$ cat src/rtl/event_wr_arbiter.sv
`default_nettype none
// ============================================================================
//  Module      : event_wr_arbiter
//  Description : Round-robin arbiter sharing the single write port of the
//                event FIFO among N_SRC event sources. Each source owns a
//                one-entry holding slot. Occupied slots are drained into the
//                FIFO at one event per cycle. Events that hit a slot which is
//                still occupied are dropped and counted per source in a
//                saturating counter.
//
//  Ports       : aclk        - clock, rising edge
//                areset      - synchronous active-high reset
//                src_valid   - per-source one-cycle event strobe
//                src_data    - per-source payload, source i at [i*DATA_W +: DATA_W]
//                src_en      - per-source accept enable
//                fifo_full   - FIFO full flag (used combinationally)
//                fifo_wr_en  - FIFO write strobe
//                fifo_data   - FIFO write data (0 when nothing is granted)
//                fifo_src    - index of the granted source (0 when idle)
//                pending     - slot-occupied flags
//                clr_drops   - pulse that clears all drop counters
//                drop_cnt    - saturating drop counters, source i at [i*CNT_W +: CNT_W]
//
//  Revision    : 1.0 - initial release
// ============================================================================
module event_wr_arbiter #(
    parameter int N_SRC  = 4,
    parameter int DATA_W = 8,
    parameter int CNT_W  = 16
) (
    input  logic                                         aclk,
    input  logic                                         areset,
    input  logic [N_SRC-1:0]                             src_valid,
    input  logic [N_SRC*DATA_W-1:0]                      src_data,
    input  logic [N_SRC-1:0]                             src_en,
    input  logic                                         fifo_full,
    output logic                                         fifo_wr_en,
    output logic [DATA_W-1:0]                            fifo_data,
    output logic [((N_SRC > 1) ? $clog2(N_SRC) : 1)-1:0] fifo_src,
    output logic [N_SRC-1:0]                             pending,
    input  logic                                         clr_drops,
    output logic [N_SRC*CNT_W-1:0]                       drop_cnt
);

    localparam int C_PTR_W = (N_SRC > 1) ? $clog2(N_SRC) : 1;
    // One extra bit so rr_ptr + offset can be reduced modulo N_SRC even
    // when N_SRC is not a power of two.
    localparam logic [C_PTR_W:0] C_N_SRC = (C_PTR_W+1)'(N_SRC);
    localparam logic [C_PTR_W-1:0] C_LAST = C_PTR_W'(N_SRC - 1);

    logic [C_PTR_W-1:0] r_rr_ptr;

    logic [N_SRC-1:0]   w_occ;
    logic [DATA_W-1:0]  w_slot_data [N_SRC];
    logic               w_gnt_valid;
    logic [C_PTR_W-1:0] w_gnt_idx;
    logic [C_PTR_W:0]   w_scan;
    logic               w_wr;
    logic [C_PTR_W-1:0] w_ptr_nxt;

    // ------------------------------------------------------------------
    // Grant: first occupied slot searching upward from rr_ptr with wrap.
    // Grant is suppressed during reset so nothing is written while the
    // slots are being discarded.
    // ------------------------------------------------------------------
    always_comb begin
        w_gnt_valid = 1'b0;
        w_gnt_idx   = '0;
        w_scan      = '0;
        for (int k = 0; k < N_SRC; k++) begin
            w_scan = {1'b0, r_rr_ptr} + (C_PTR_W+1)'(k);
            if (w_scan >= C_N_SRC) begin
                w_scan = w_scan - C_N_SRC;
            end
            if (!w_gnt_valid && !areset && w_occ[w_scan[C_PTR_W-1:0]]) begin
                w_gnt_valid = 1'b1;
                w_gnt_idx   = w_scan[C_PTR_W-1:0];
            end
        end
    end

    assign w_wr       = w_gnt_valid & ~fifo_full;
    assign w_ptr_nxt  = (w_gnt_idx == C_LAST) ? '0 : w_gnt_idx + C_PTR_W'(1);

    assign fifo_wr_en = w_wr;
    assign fifo_data  = w_gnt_valid ? w_slot_data[w_gnt_idx] : '0;
    assign fifo_src   = w_gnt_valid ? w_gnt_idx : '0;
    assign pending    = w_occ;

    always_ff @(posedge aclk) begin
        if (areset) begin
            r_rr_ptr <= '0;
        end else if (w_wr) begin
            r_rr_ptr <= w_ptr_nxt;
        end
    end

    // ------------------------------------------------------------------
    // Per-source holding slot and drop counter
    // ------------------------------------------------------------------
    for (genvar i = 0; i < N_SRC; i++) begin : g_src
        logic              r_occ;
        logic [DATA_W-1:0] r_data;
        logic [CNT_W-1:0]  r_drop;
        logic              w_accept;
        logic              w_written;

        assign w_accept  = src_valid[i] & src_en[i];
        assign w_written = w_wr & (w_gnt_idx == C_PTR_W'(i));

        always_ff @(posedge aclk) begin
            if (areset) begin
                r_occ  <= 1'b0;
                r_data <= '0;
                r_drop <= '0;
            end else begin
                // A slot being written this cycle can take a new event in
                // the same cycle; only a slot that stays full drops it.
                if (w_accept && (!r_occ || w_written)) begin
                    r_occ  <= 1'b1;
                    r_data <= src_data[i*DATA_W +: DATA_W];
                end else if (w_written) begin
                    r_occ  <= 1'b0;
                end

                if (clr_drops) begin
                    r_drop <= '0;
                end else if (w_accept && r_occ && !w_written && (r_drop != '1)) begin
                    r_drop <= r_drop + CNT_W'(1);
                end
            end
        end

        assign w_occ[i]                      = r_occ;
        assign w_slot_data[i]                = r_data;
        assign drop_cnt[i*CNT_W +: CNT_W]    = r_drop;
    end

endmodule
`default_nettype wire

$ cat config.mk
export PLATFORM = sky130hd
export DESIGN_NAME = event_wr_arbiter
export DESIGN_NICKNAME = d
export VERILOG_FILES = /design/src/rtl/event_wr_arbiter.sv
export SDC_FILE = /design/constraint.sdc
export NUM_CORES = 1
export LEC_CHECK = 0
export BUFFER_PORTS_ARGS = -buffer_cell sky130_fd_sc_hd__buf_2
export CAP_MARGIN = 20
export CORE_MARGIN = 3
export CORE_UTILIZATION = 30
export DETAILED_ROUTE_END_ITERATION = 8
export GPL_ROUTABILITY_DRIVEN = 1
export HOLD_SLACK_MARGIN = 0.15
export MAX_ROUTING_LAYER = met4
export PLACE_DENSITY_LB_ADDON = 0.15
export SETUP_SLACK_MARGIN = 0.5
export SLEW_MARGIN = 20
export SYNTH_ARGS = -nofsm -noshare
export SYNTH_HDL_FRONTEND = slang
export SYNTH_SLANG_ARGS = --single-unit
$ cat constraint.sdc
create_clock -name aclk -period 4.15 [get_ports aclk]
set_input_delay 0.6225 -clock aclk [delete_from_list [all_inputs] [get_ports aclk]]
set_output_delay 0.6225 -clock aclk [all_outputs]
set_load 0.01 [all_outputs]
# --- Word level (Yosys, flattened, before mapping) ---
# Cells that the tools add are included.
totals:
  out_inout_bits: 79
  elab_cells: 131
  ff_bits: 102
op_classes:
  n_mux: 34
  n_bitwise: 11
  addsub: 12
  n_reduce_logical: 45
  order_cmp: 9
  eq_ne: 7
ops:
  columns: ["operator", "n"]
  rows:
  - ["$add 16x1->16 const B", 4]
  - ["$ne 16x16->1 const B", 4]
  - ["$mux 8", 3]
  - ["$logic_and 1x1->1", 23]
  - ["$mux 2", 10]
  - ["$bmux 8 s2", 1]
  - ["$mux 1", 16]
  - ["$ge 3x3->1 const B", 4]
  - ["$logic_not 1->1", 12]
  - ["$lt 2x3->1 const B", 4]
  - ["$and 1x1->1", 9]
  - ["$bmux 1 s2", 4]
  - ["$reduce_bool 2->1", 4]
  - ["$sub 2x1->2 const B", 4]
  - ["$add 2x2->3 const B", 2]
  - ["$eq 2x2->1 const B", 2]
  - ["$logic_or 1x1->1", 4]
  - ["$add 2x1->3 const B", 1]
  - ["$ge 2x3->1 const B", 1]
  - ["$not 2->3", 1]
  - ["$add 2x1->2 const B", 1]
  - ["$eq 2x1->1 const B", 1]
  - ["$logic_not 2->1", 1]
  - ["$reduce_or 2->1", 1]
  - ["$not 1->1", 1]

# --- Longest topological paths before layout ---
# Gate-level depths: netlist of the first run.
logic_depth:
  word_depth: 23
  ltp_mapped: 13

# --- Worst setup path after synthesis of the first run ---
# Ideal clock, no wire load.
synth_timing:
  path_type: "input to register"
  startpoint: "input port areset"
  endpoint: "register g_src[2].r_drop[15]"
  path_stages: 11
  arrival_time_ns: 2.965
  setup_slack_ns: 1.066
  setup_time_ns: 0.119
  path_cell_list: "buf_2 > clkbuf_1 > a2111o_1 > buf_2 > buf_1 > ha_1 > or3b_1 > nand4_1 > nor4_1 > nand3_1 > mux2i_1"
synth_via:
  elab_chain_len: 20
  elab_cells_between_ends: 26
  cone_classes: "eq/ne (1); mux (8); bitwise (2); reduce/logical (15)"
synth_rtl:
  columns: ["item", "line_no", "source"]
  rows:
  - ["start: declaration", "32", "input logic areset,"]
  - ["$logic_not 1->1", "75", "if (!w_gnt_valid && !areset && w_occ[w_scan[C_PTR_W-1:0]]) begin"]
  - ["$logic_and 1x1->1", "75", null]
  - ["$mux 1", "75", null]
  - ["$logic_not 1->1", "75", null]
  - ["$logic_and 1x1->1 (2 in a row)", "75", null]
  - ["$mux 1", "75", null]
  - ["$logic_not 1->1", "75", null]
  - ["$logic_and 1x1->1 (2 in a row)", "75", null]
  - ["$mux 1", "75", null]
  - ["$logic_not 1->1", "75", null]
  - ["$logic_and 1x1->1 (2 in a row)", "75", null]
  - ["$mux 2 or $mux 1 (tied branches)", "75", null]
  - ["$eq 2x2->1 or $and 1x1->1 (tied branches)", "109, 82", null]
  - ["$and 1x1->1", "109", "assign w_written = w_wr & (w_gnt_idx == C_PTR_W'(i));"]
  - ["$logic_not 1->1", "128", "end else if (w_accept && r_occ && !w_written && (r_drop != '1)) begin"]
  - ["$logic_and 1x1->1 (2 in a row)", "128", null]
  - ["end signal: assignment", "129", "r_drop <= r_drop + CNT_W'(1);"]
  - ["end: declaration", "104", "logic [CNT_W-1:0] r_drop;"]
# Parallel ways exist; a longest one is shown, timed or not.
# A chain may end at the register's enable or synchronous reset.

# --- Worst setup path in the final report of the first run ---
layout_timing:
  startpoint: "register g_src[1].r_occ"
  endpoint: "output port fifo_data[4]"
layout_via:
  elab_chain_len: 21
  elab_cells_between_ends: 31
  cone_classes: "mux (20); bitwise (1); reduce/logical (10)"
layout_rtl:
  columns: ["item", "line_no", "source"]
  rows:
  - ["start: declaration", "102", "logic r_occ;"]
  - ["start signal: assignment", "113", "r_occ <= 1'b0;"]
  - ["start signal: assignment", "120", "r_occ <= 1'b1;"]
  - ["start signal: assignment", "123", "r_occ <= 1'b0;"]
  - ["$bmux 1 s2", "75", null]
  - ["$mux 1 (not written as such)", "75", null]
  - ["$logic_and 1x1->1", "75", null]
  - ["$mux 1", "75", null]
  - ["$logic_not 1->1", "75", null]
  - ["$logic_and 1x1->1 (2 in a row)", "75", null]
  - ["$mux 1", "75", null]
  - ["$logic_not 1->1", "75", null]
  - ["$logic_and 1x1->1 (2 in a row)", "75", null]
  - ["$mux 1", "75", null]
  - ["$logic_not 1->1", "75", null]
  - ["$logic_and 1x1->1 (2 in a row)", "75", null]
  - ["$mux 2", "75", null]
  - ["$not 2->3 (not written as such)", "86", "assign fifo_data = w_gnt_valid ? w_slot_data[w_gnt_idx] : '0;"]
  - ["$bmux 8 s2", "86", null]
  - ["$mux 8 (not written as such) (2 in a row)", "86", null]
  - ["$mux 8 *", "86", null]
  - ["end: declaration", "38", "output logic [DATA_W-1:0] fifo_data,"]
# Every way passes the cells marked *; elsewhere a longest branch is shown, timed or not. The select of a mux whose other input is x is not followed.

==> Flow_metrics.wiki, run 1 <==
{| class="wikitable"
! Metric !! Value
|-
| Run status || completed
|-
| Number of design-rule violations left by the first detailed-router iteration || 313
|-
| Diodes inserted || 0
|-
| Max-slew headroom at the worst pin || 47.0%
|-
| Cell accounting for the most synthesized area || sky130_fd_sc_hd__dfxtp_1
|-
| Core area || 16800 um^2
|-
| Largest clock skew in the final design || between 5 and 6 ps
|-
| Avg Cell Area, Syn || 8.80 um^2
|-
| Global-route wire length before repair || 24000 um
|-
| Clock transition at path regs || about 70 ps
|-
| Global route total overflow || 0
|-
| Number of antenna violations at the first check in global routing || 0
|-
| Classification of the worst setup path || register to output port
|-
| Nets || roughly 750
|-
| Maximum number of pins on one net before global-route repair || 58
|-
| Number of H-tree levels || 3
|-
| Boundary pin count || 123
|-
| Final-report max-slew violation count || 0
|-
| Max frequency || 0.295 GHz
|-
| Count of hold buffers inserted by post-cts repair || 0
|-
| Number of cells produced by synthesis || 595
|-
| Power density relative to cell area || 322 nW/um^2
|-
| Number of sinks handled by clock tree synthesis || 102
|-
| Overall routing resource usage || ~16%
|-
| Number of distinct library cell variants in the gate-level netlist after synthesis || 60
|-
| Maximum resistive drop on vdd || 0.000213 V
|-
| Combined area of all synthesized cells || ~5200 um^2
|-
| Final Setup Violations || 0
|-
| Routed wirelength normalized by instance count || 15.9 um
|-
| Count of placed standard cells in the final layout, fillers left out || about 920
|-
| Number of setup buffers added after CTS || 0
|-
| X dimension of the die || ~140 um
|-
| Yosys reg bits || 102
|-
| Via count || approximately 4800
|-
| Die Footprint || around 19000 um^2
|-
| Ys Warns || 0
|-
| Number of hold violations in the final report || 0
|-
| DRC violations left || 0
|-
| Total Negative Setup Slacks || 0 ps
|-
| Maximum fanout count along the critical path || 32
|-
| Die extent in y || between 100 and 150 um
|-
| Post-route cell area || 6270 um^2
|-
| Cell type of the slowest stage on the worst timing path || sky130_fd_sc_hd__dfxtp_1
|-
| Number of enable-type register cells in the synthesized netlist || 0
|-
| TritonCTS clock tree || built
|-
| Static leakage power || 2.44 nW
|-
| Cell chosen for the clock root || sky130_fd_sc_hd__clkbuf_16
|-
| Input/output buffers || 122
|-
| Setup slack at placement || 889 ps
|-
| Area fraction of the dominant cell type after synthesis || between 30% and 40%
|-
| Crit-path max cell delay || 600 ps
|-
| Fill cell instance count of the final layout || about 1800
|-
| Final routed wirelength across all metal layers || 14600 um
|-
| Arrival time at the worst endpoint || 2770 ps
|-
| Time the worst path needs with I/O delays and setup || around 3400 ps
|-
| Area after DPL || 5990 um^2
|-
| Synth async-reset ratio || 0%
|-
| Most frequent cell after synthesis || sky130_fd_sc_hd__dfxtp_1
|-
| Post-Route Utilization || 37.3%
|-
| Final worst setup slack || 760 ps
|-
| Min-delay worst type || register to register
|-
| Vias in the first global route || 4479
|-
| Setup repair after global routing missed its margin || no
|-
| Clock tree buffer depth || 2
|-
| Transition time of the tightest slew-check pin || between 700 and 800 ps
|-
| Drt via density || between 5 and 6
|-
| Layout cells sized above 1 || 23.0%
|-
| Number of iterations in the first detailed-routing pass || 5
|-
| CP startpoint kind || register
|-
| Maximum Capacitance Violations || 0
|-
| Dpl cells || 905
|-
| Syn Nets || roughly 650
|-
| Clock latency on the worst-skew pair || 350 ps
|-
| HPWL after detailed placement || 10500 um
|-
| Resized cells post-CTS || 0
|-
| Critical Path End Type || output port
|-
| List of most frequent post-synthesis cells || sky130_fd_sc_hd__dfxtp_1, sky130_fd_sc_hd__nor2_1, sky130_fd_sc_hd__mux2i_1, sky130_fd_sc_hd__nand3_1, sky130_fd_sc_hd__xnor2_1
|-
| Number of cell rows || 47
|-
| Cells taking the most area after synthesis || sky130_fd_sc_hd__dfxtp_1, sky130_fd_sc_hd__mux2i_1, sky130_fd_sc_hd__nor2_1
|-
| Critical Path, Cell by Cell || nand2b_1 > mux4_2 > a32oi_4 > buf_4 > nand3_1 > a32oi_1 > buf_2
|-
| Num CTS Buffers || 9
|-
| Data required, critical path || 3530 ps
|-
| RePlAce Congestion || 0.794
|-
| Remaining antenna violation count after routing || 0
|-
| Area Growth Syn to Fin || 19.8%
|-
| Starting density of the core || 31.1%
|-
| Dominant synthesized flop cell || sky130_fd_sc_hd__dfxtp_1
|-
| Final period utilization || 81.7%
|-
| Sequential area share after synthesis || 39.0%
|}
-- state kept, by name, summed over array words and instances (netlist names) --
signal	count
g_src.r_data	32
g_src.r_drop	64
g_src.r_occ	4
r_rr_ptr	2
-- layout make-up --
cell class | count | area, um^2 | area share [%]
clock buffer | 11 | 243 | 3.87
clock inverter | 5 | 35.0 | 0.559
inverter | 10 | 37.5 | 0.598
multi-input combinational | 443 | 2960 | 47.1
sequential | 102 | 2040 | 32.6
tap | 220 | 275 | 4.39
timing repair buffer | 130 | 683 | 10.9
-- cell families (layout without fill, tap and decap cells) --
logic type,after synthesis,after routing,synth area share (%)
simple gates,255,255,25.2
flops,102,102,39.0
compound gates,99,99,14.5
buf+inv,50,156,4.59
xor+xnor,41,41,6.86
mux,40,40,7.89
fa+ha+maj,8,8,1.91
-- placed cells by master, fill, tap and decap left out, types with 5 or more instances in the layout --
master / n
sky130_fd_sc_hd__nor4_1: 11
sky130_fd_sc_hd__and4_1: 6
sky130_fd_sc_hd__nand4_1: 12
sky130_fd_sc_hd__dfxtp_1: 102
sky130_fd_sc_hd__nand2b_1: 14
sky130_fd_sc_hd__ha_1: 8
sky130_fd_sc_hd__clkbuf_16: 9
sky130_fd_sc_hd__buf_2: 122
sky130_fd_sc_hd__and3_1: 12
sky130_fd_sc_hd__nor3_1: 6
sky130_fd_sc_hd__a211oi_1: 11
sky130_fd_sc_hd__a2111oi_0: 7
sky130_fd_sc_hd__a21oi_1: 22
sky130_fd_sc_hd__a32oi_1: 9
sky130_fd_sc_hd__a31o_1: 6
sky130_fd_sc_hd__xnor2_1: 38
sky130_fd_sc_hd__nor2_1: 95
sky130_fd_sc_hd__a31oi_1: 5
sky130_fd_sc_hd__nand2_1: 26
sky130_fd_sc_hd__buf_4: 7
sky130_fd_sc_hd__nand3b_1: 10
sky130_fd_sc_hd__inv_1: 7
sky130_fd_sc_hd__nand3_1: 39
sky130_fd_sc_hd__mux2i_1: 39
-- worst max-delay path, delay by kind of cell, from the launching register on --
| family | cells | cell delay, ps |
|---|---|---|
| DFF | 1 | 600 |
| buffers and inverters | 2 | 520 |
| and+or+nand+nor | 2 | 200 |
| muxes | 1 | 520 |
| AOI/OAI and AO/OA | 2 | 570 |
-- worst paths after layout --
path / depth (start not counted) / start / slack (ps) / end
min reg2reg: 2 / g_src[0].r_data[0] / 500 / g_src[0].r_data[0]
max reg2reg: 10 / g_src[1].r_occ / 920 / g_src[1].r_drop[11]
max: 7 / g_src[1].r_occ / 760 / fifo_data[4]
min: 2 / g_src[0].r_data[0] / 500 / g_src[0].r_data[0]
-- report_power, final --
group | switching, W | total (W) | leakage [nW] | internal [W]
Combinational | 0.000109 | 0.000189 | 1.48 | 0.0000794
Sequential | 0.0000205 | 0.00102 | 0.826 | 0.000998
Clock | 0.000388 | 0.000813 | 0.135 | 0.000424
Total | 0.000518 | 0.00202 | 2.44 | 0.00150
-- metal layers --
layer  vias up  track usage [%]  part of all wire, %
met5         -                -                    0
met4         0             4.52                  1.2
met3        12             2.45                  3.5
met2       109             23.7                   46
met1      2281             21.5                   49
li1       2356                -                    -
-- metrics by stage --
step / total power, W / hold WS [ps]
final: 0.00202 / 499
after global routing: 0.00211 / 512
after CTS: 0.00205 / 492
after detailed placement: 0.00123 / 484
after global placement: 0.00123 / 475
after floorplan: 0.00117 / 460
(Power assumes the default switching activity.)
==> inputs of run 2 (changes only) <==
Clock period 4.15 ns to 3.4 ns, I/O delays scaled along.
==> run 2 against run 1 <==
Net effect:
- clock power is 21% higher
- cell count is 3.1% higher
- die area stayed put
- worst setup slack lost 380 ps
- flip-flop and latch count unchanged
- largest cell class unchanged
- largest power group unchanged
- critical path type unchanged
- wire length is 2.0% higher
- sequential power increased by 22%
- power grew 25%
==> Flow_metrics.wiki, run 2 (synthesis results as in run 1) <==
{| class="wikitable"
! Metric !! Value
|-
| DRC violations left || 0
|-
| Maximum number of pins on one net before global-route repair || 50
|-
| HPWL after detailed placement || 10400 um
|-
| Boundary pin count || 123
|-
| Final routed wirelength across all metal layers || roughly 15000 um
|-
| Max-slew headroom at the worst pin || 36.0%
|-
| Maximum resistive drop on vdd || between 0.0002 and 0.00025 V
|-
| Registers with the most flip-flops || g_src.r_drop: 64 flops, g_src.r_data: 32 flops, g_src.r_occ: 4 flops
|-
| Combinational cell fraction of total power || between 10% and 20%
|-
| Largest Register || g_src.r_drop
|-
| Run status || completed
|-
| Classification of the worst setup path || register to output port
|-
| Die Footprint || 19100 um^2
|-
| Routed wirelength normalized by instance count || around 16 um
|-
| Nets || 778
|-
| Number of antenna violations at the first check in global routing || 0
|-
| Drt via density || 5.11
|-
| Number of hold violations in the final report || 0
|-
| Maximum Capacitance Violations || 0
|-
| Cell repeated most along the worst path || sky130_fd_sc_hd__buf_12
|-
| Global-route wire length before repair || 23400 um
|-
| Number of design-rule violations left by the first detailed-router iteration || 218
|-
| Number of H-tree levels || 3
|-
| Net switching power figure || 0.000672 W
|-
| Clock latency on the worst-skew pair || 350 ps
|-
| Depth of the worst hold-timing path || 3
|-
| Arrival time at the worst endpoint || roughly 2500 ps
|-
| Maximum fanout count along the critical path || 8
|-
| Layout cells sized above 1 || 33.6%
|-
| Core area || 16800 um^2
|-
| Crit-path max cell delay || 500 ps
|-
| Global route total overflow || 0
|-
| Overall routing resource usage || 15.1%
|-
| Number of sinks handled by clock tree synthesis || just over 100
|-
| Final worst setup slack || around 380 ps
|-
| X dimension of the die || 138 um
|-
| Total Negative Setup Slacks || 0 ps
|-
| Diodes inserted || 0
|-
| Cell type of the slowest stage on the worst timing path || sky130_fd_sc_hd__mux4_2
|-
| Number of cell rows || 47
|-
| Largest clock skew in the final design || about 9.7 ps
|-
| RePlAce Congestion || 0.834
|-
| Area Growth Syn to Fin || 33.7%
|-
| Critical Path End Type || output port
|-
| Transition time of the tightest slew-check pin || 959 ps
|-
| Setup repair after global routing missed its margin || yes
|-
| Via count || 4856
|-
| Count of hold buffers inserted by post-cts repair || 0
|-
| Max frequency || 0.332 GHz
|-
| Min-delay worst type || input pin to register
|-
| Number of iterations in the first detailed-routing pass || 4
|-
| Data required, critical path || a little under 3000 ps
|-
| Clock tree buffer depth || 2
|-
| Final period utilization || around nine tenths
|-
| Input/output buffers || 122
|-
| Final-report max-slew violation count || 0
|-
| Remaining antenna violation count after routing || 0
|-
| Overall power after layout || 0.00253 W
|-
| Vias in the first global route || between 4000 and 5000
|-
| Most common cell after layout, fill and taps aside || sky130_fd_sc_hd__buf_2
|-
| Static leakage power || approximately 2.6 nW
|-
| Cell chosen for the clock root || sky130_fd_sc_hd__clkbuf_16
|-
| Num CTS Buffers || 9
|-
| Setup slack at placement || -6.54 ps
|-
| Worst path bufs/invs || 4
|-
| Critical Path, Cell by Cell || nand2b_4 > mux4_2 > a32oi_4 > buf_12 > buf_12 > buf_4 > nand3_2 > a32oi_1 > buf_2
|-
| Commonest non-fill, non-tap cells in the layout || sky130_fd_sc_hd__buf_2, sky130_fd_sc_hd__dfxtp_1, sky130_fd_sc_hd__nor2_1
|-
| Stages on the worst setup path || 9
|-
| CP startpoint kind || register
|-
| Min Hold Slack || about 400 ps
|-
| Proportion of total power due to net switching || 26.5%
|-
| Power density relative to cell area || 362 nW/um^2
|-
| Top Family by Delay on Critical Path || compound AO/OA/AOI/OAI gates
|-
| Largest register FFs || 64
|-
| Clock network power share || between 30% and 40%
|-
| TritonCTS clock tree || built
|-
| Starting density of the core || 31.1%
|-
| Internal power || 0.00186 W
|-
| Final Setup Violations || 0
|-
| Share of total power in sequential cells || 49.0%
|-
| Die extent in y || between 100 and 150 um
|-
| Time the worst path needs with I/O delays and setup || 3020 ps
|-
| Clock transition at path regs || 80 ps
|-
| FF-to-FF path depth || 11
|}
run 2: cell count changes in the layout (fill, tap and decap cells not counted), sizes merged:
cell      change
inv           +1
clkinvlp      +2
buf          +28
clkinv        -2
run 2: through the flow:
stage | utilization [%] | cells | area [um^2]
3_3_place_gp | 36.1 | 909 | 6070
4_1_cts | 38.3 | 927 | 6430
3_5_place_dp | 36.1 | 909 | 6070
2_1_floorplan | - | 595 | 5330
5_1_grt | 41.6 | 950 | 7000
6_report | 41.6 | 950 | 7000
run 2: per-layer routing:
layer,vias up,GRT usage (%),routed length (um)
met2,111,24.1,7190
met3,14,3.59,590
met5,-,-,0
li1,2412,-,-
met1,2319,19.2,6950
met4,0,4.06,180
run 2: worst paths after layout:
check                                         from                  end  slack (ps)
worst max-delay path                g_src[1].r_occ         fifo_data[4]         380
worst min-delay path                  src_data[27]   g_src[3].r_data[3]         390
worst max register to register      g_src[1].r_occ  g_src[2].r_drop[10]         460
worst min register to register  g_src[0].r_data[1]   g_src[0].r_data[1]         500
run 2: repair_timing:
item                       4_1_cts  5_1_grt
resized for setup               18       64
setup endpoints to repair       73       84
gates cloned                     0        3
pin swaps                        3       29
setup buffers                    3       20
run 2: worst register-to-register path: stages (launching register included):
cell	delay, ps
sky130_fd_sc_hd__dfxtp_4	390
sky130_fd_sc_hd__nand2b_4	140
sky130_fd_sc_hd__mux4_2	500
sky130_fd_sc_hd__a32oi_4	310
sky130_fd_sc_hd__buf_12	160
sky130_fd_sc_hd__ha_2	170
sky130_fd_sc_hd__or3b_4	410
sky130_fd_sc_hd__nor4b_2	170
sky130_fd_sc_hd__buf_4	180
sky130_fd_sc_hd__and3_1	200
sky130_fd_sc_hd__o211ai_1	90
sky130_fd_sc_hd__o211a_1	170
run 2: cell type report:
type	count	area, um^2
flip-flops and latches	102	2060
well taps	220	275
clock buffers	9	225
fillers	1722	9820
clock inverters	6	48.8
inverters	10	37.5
multi-input cells	443	3340
repair buffers	160	1000
run 2: power by group through the flow:
| stage | clock, W | sequential [W] | combinational (W) |
|---|---|---|---|
| 6_report | 0.000986 | 0.00124 | 0.000306 |
| 5_1_grt | 0.00106 | 0.00124 | 0.000331 |
| 4_1_cts | 0.00103 | 0.00124 | 0.000248 |
| 3_5_place_dp | 0 | 0.00127 | 0.000239 |
| 3_3_place_gp | 0 | 0.00127 | 0.000235 |
| 2_1_floorplan | 0 | 0.00126 | 0.000177 |
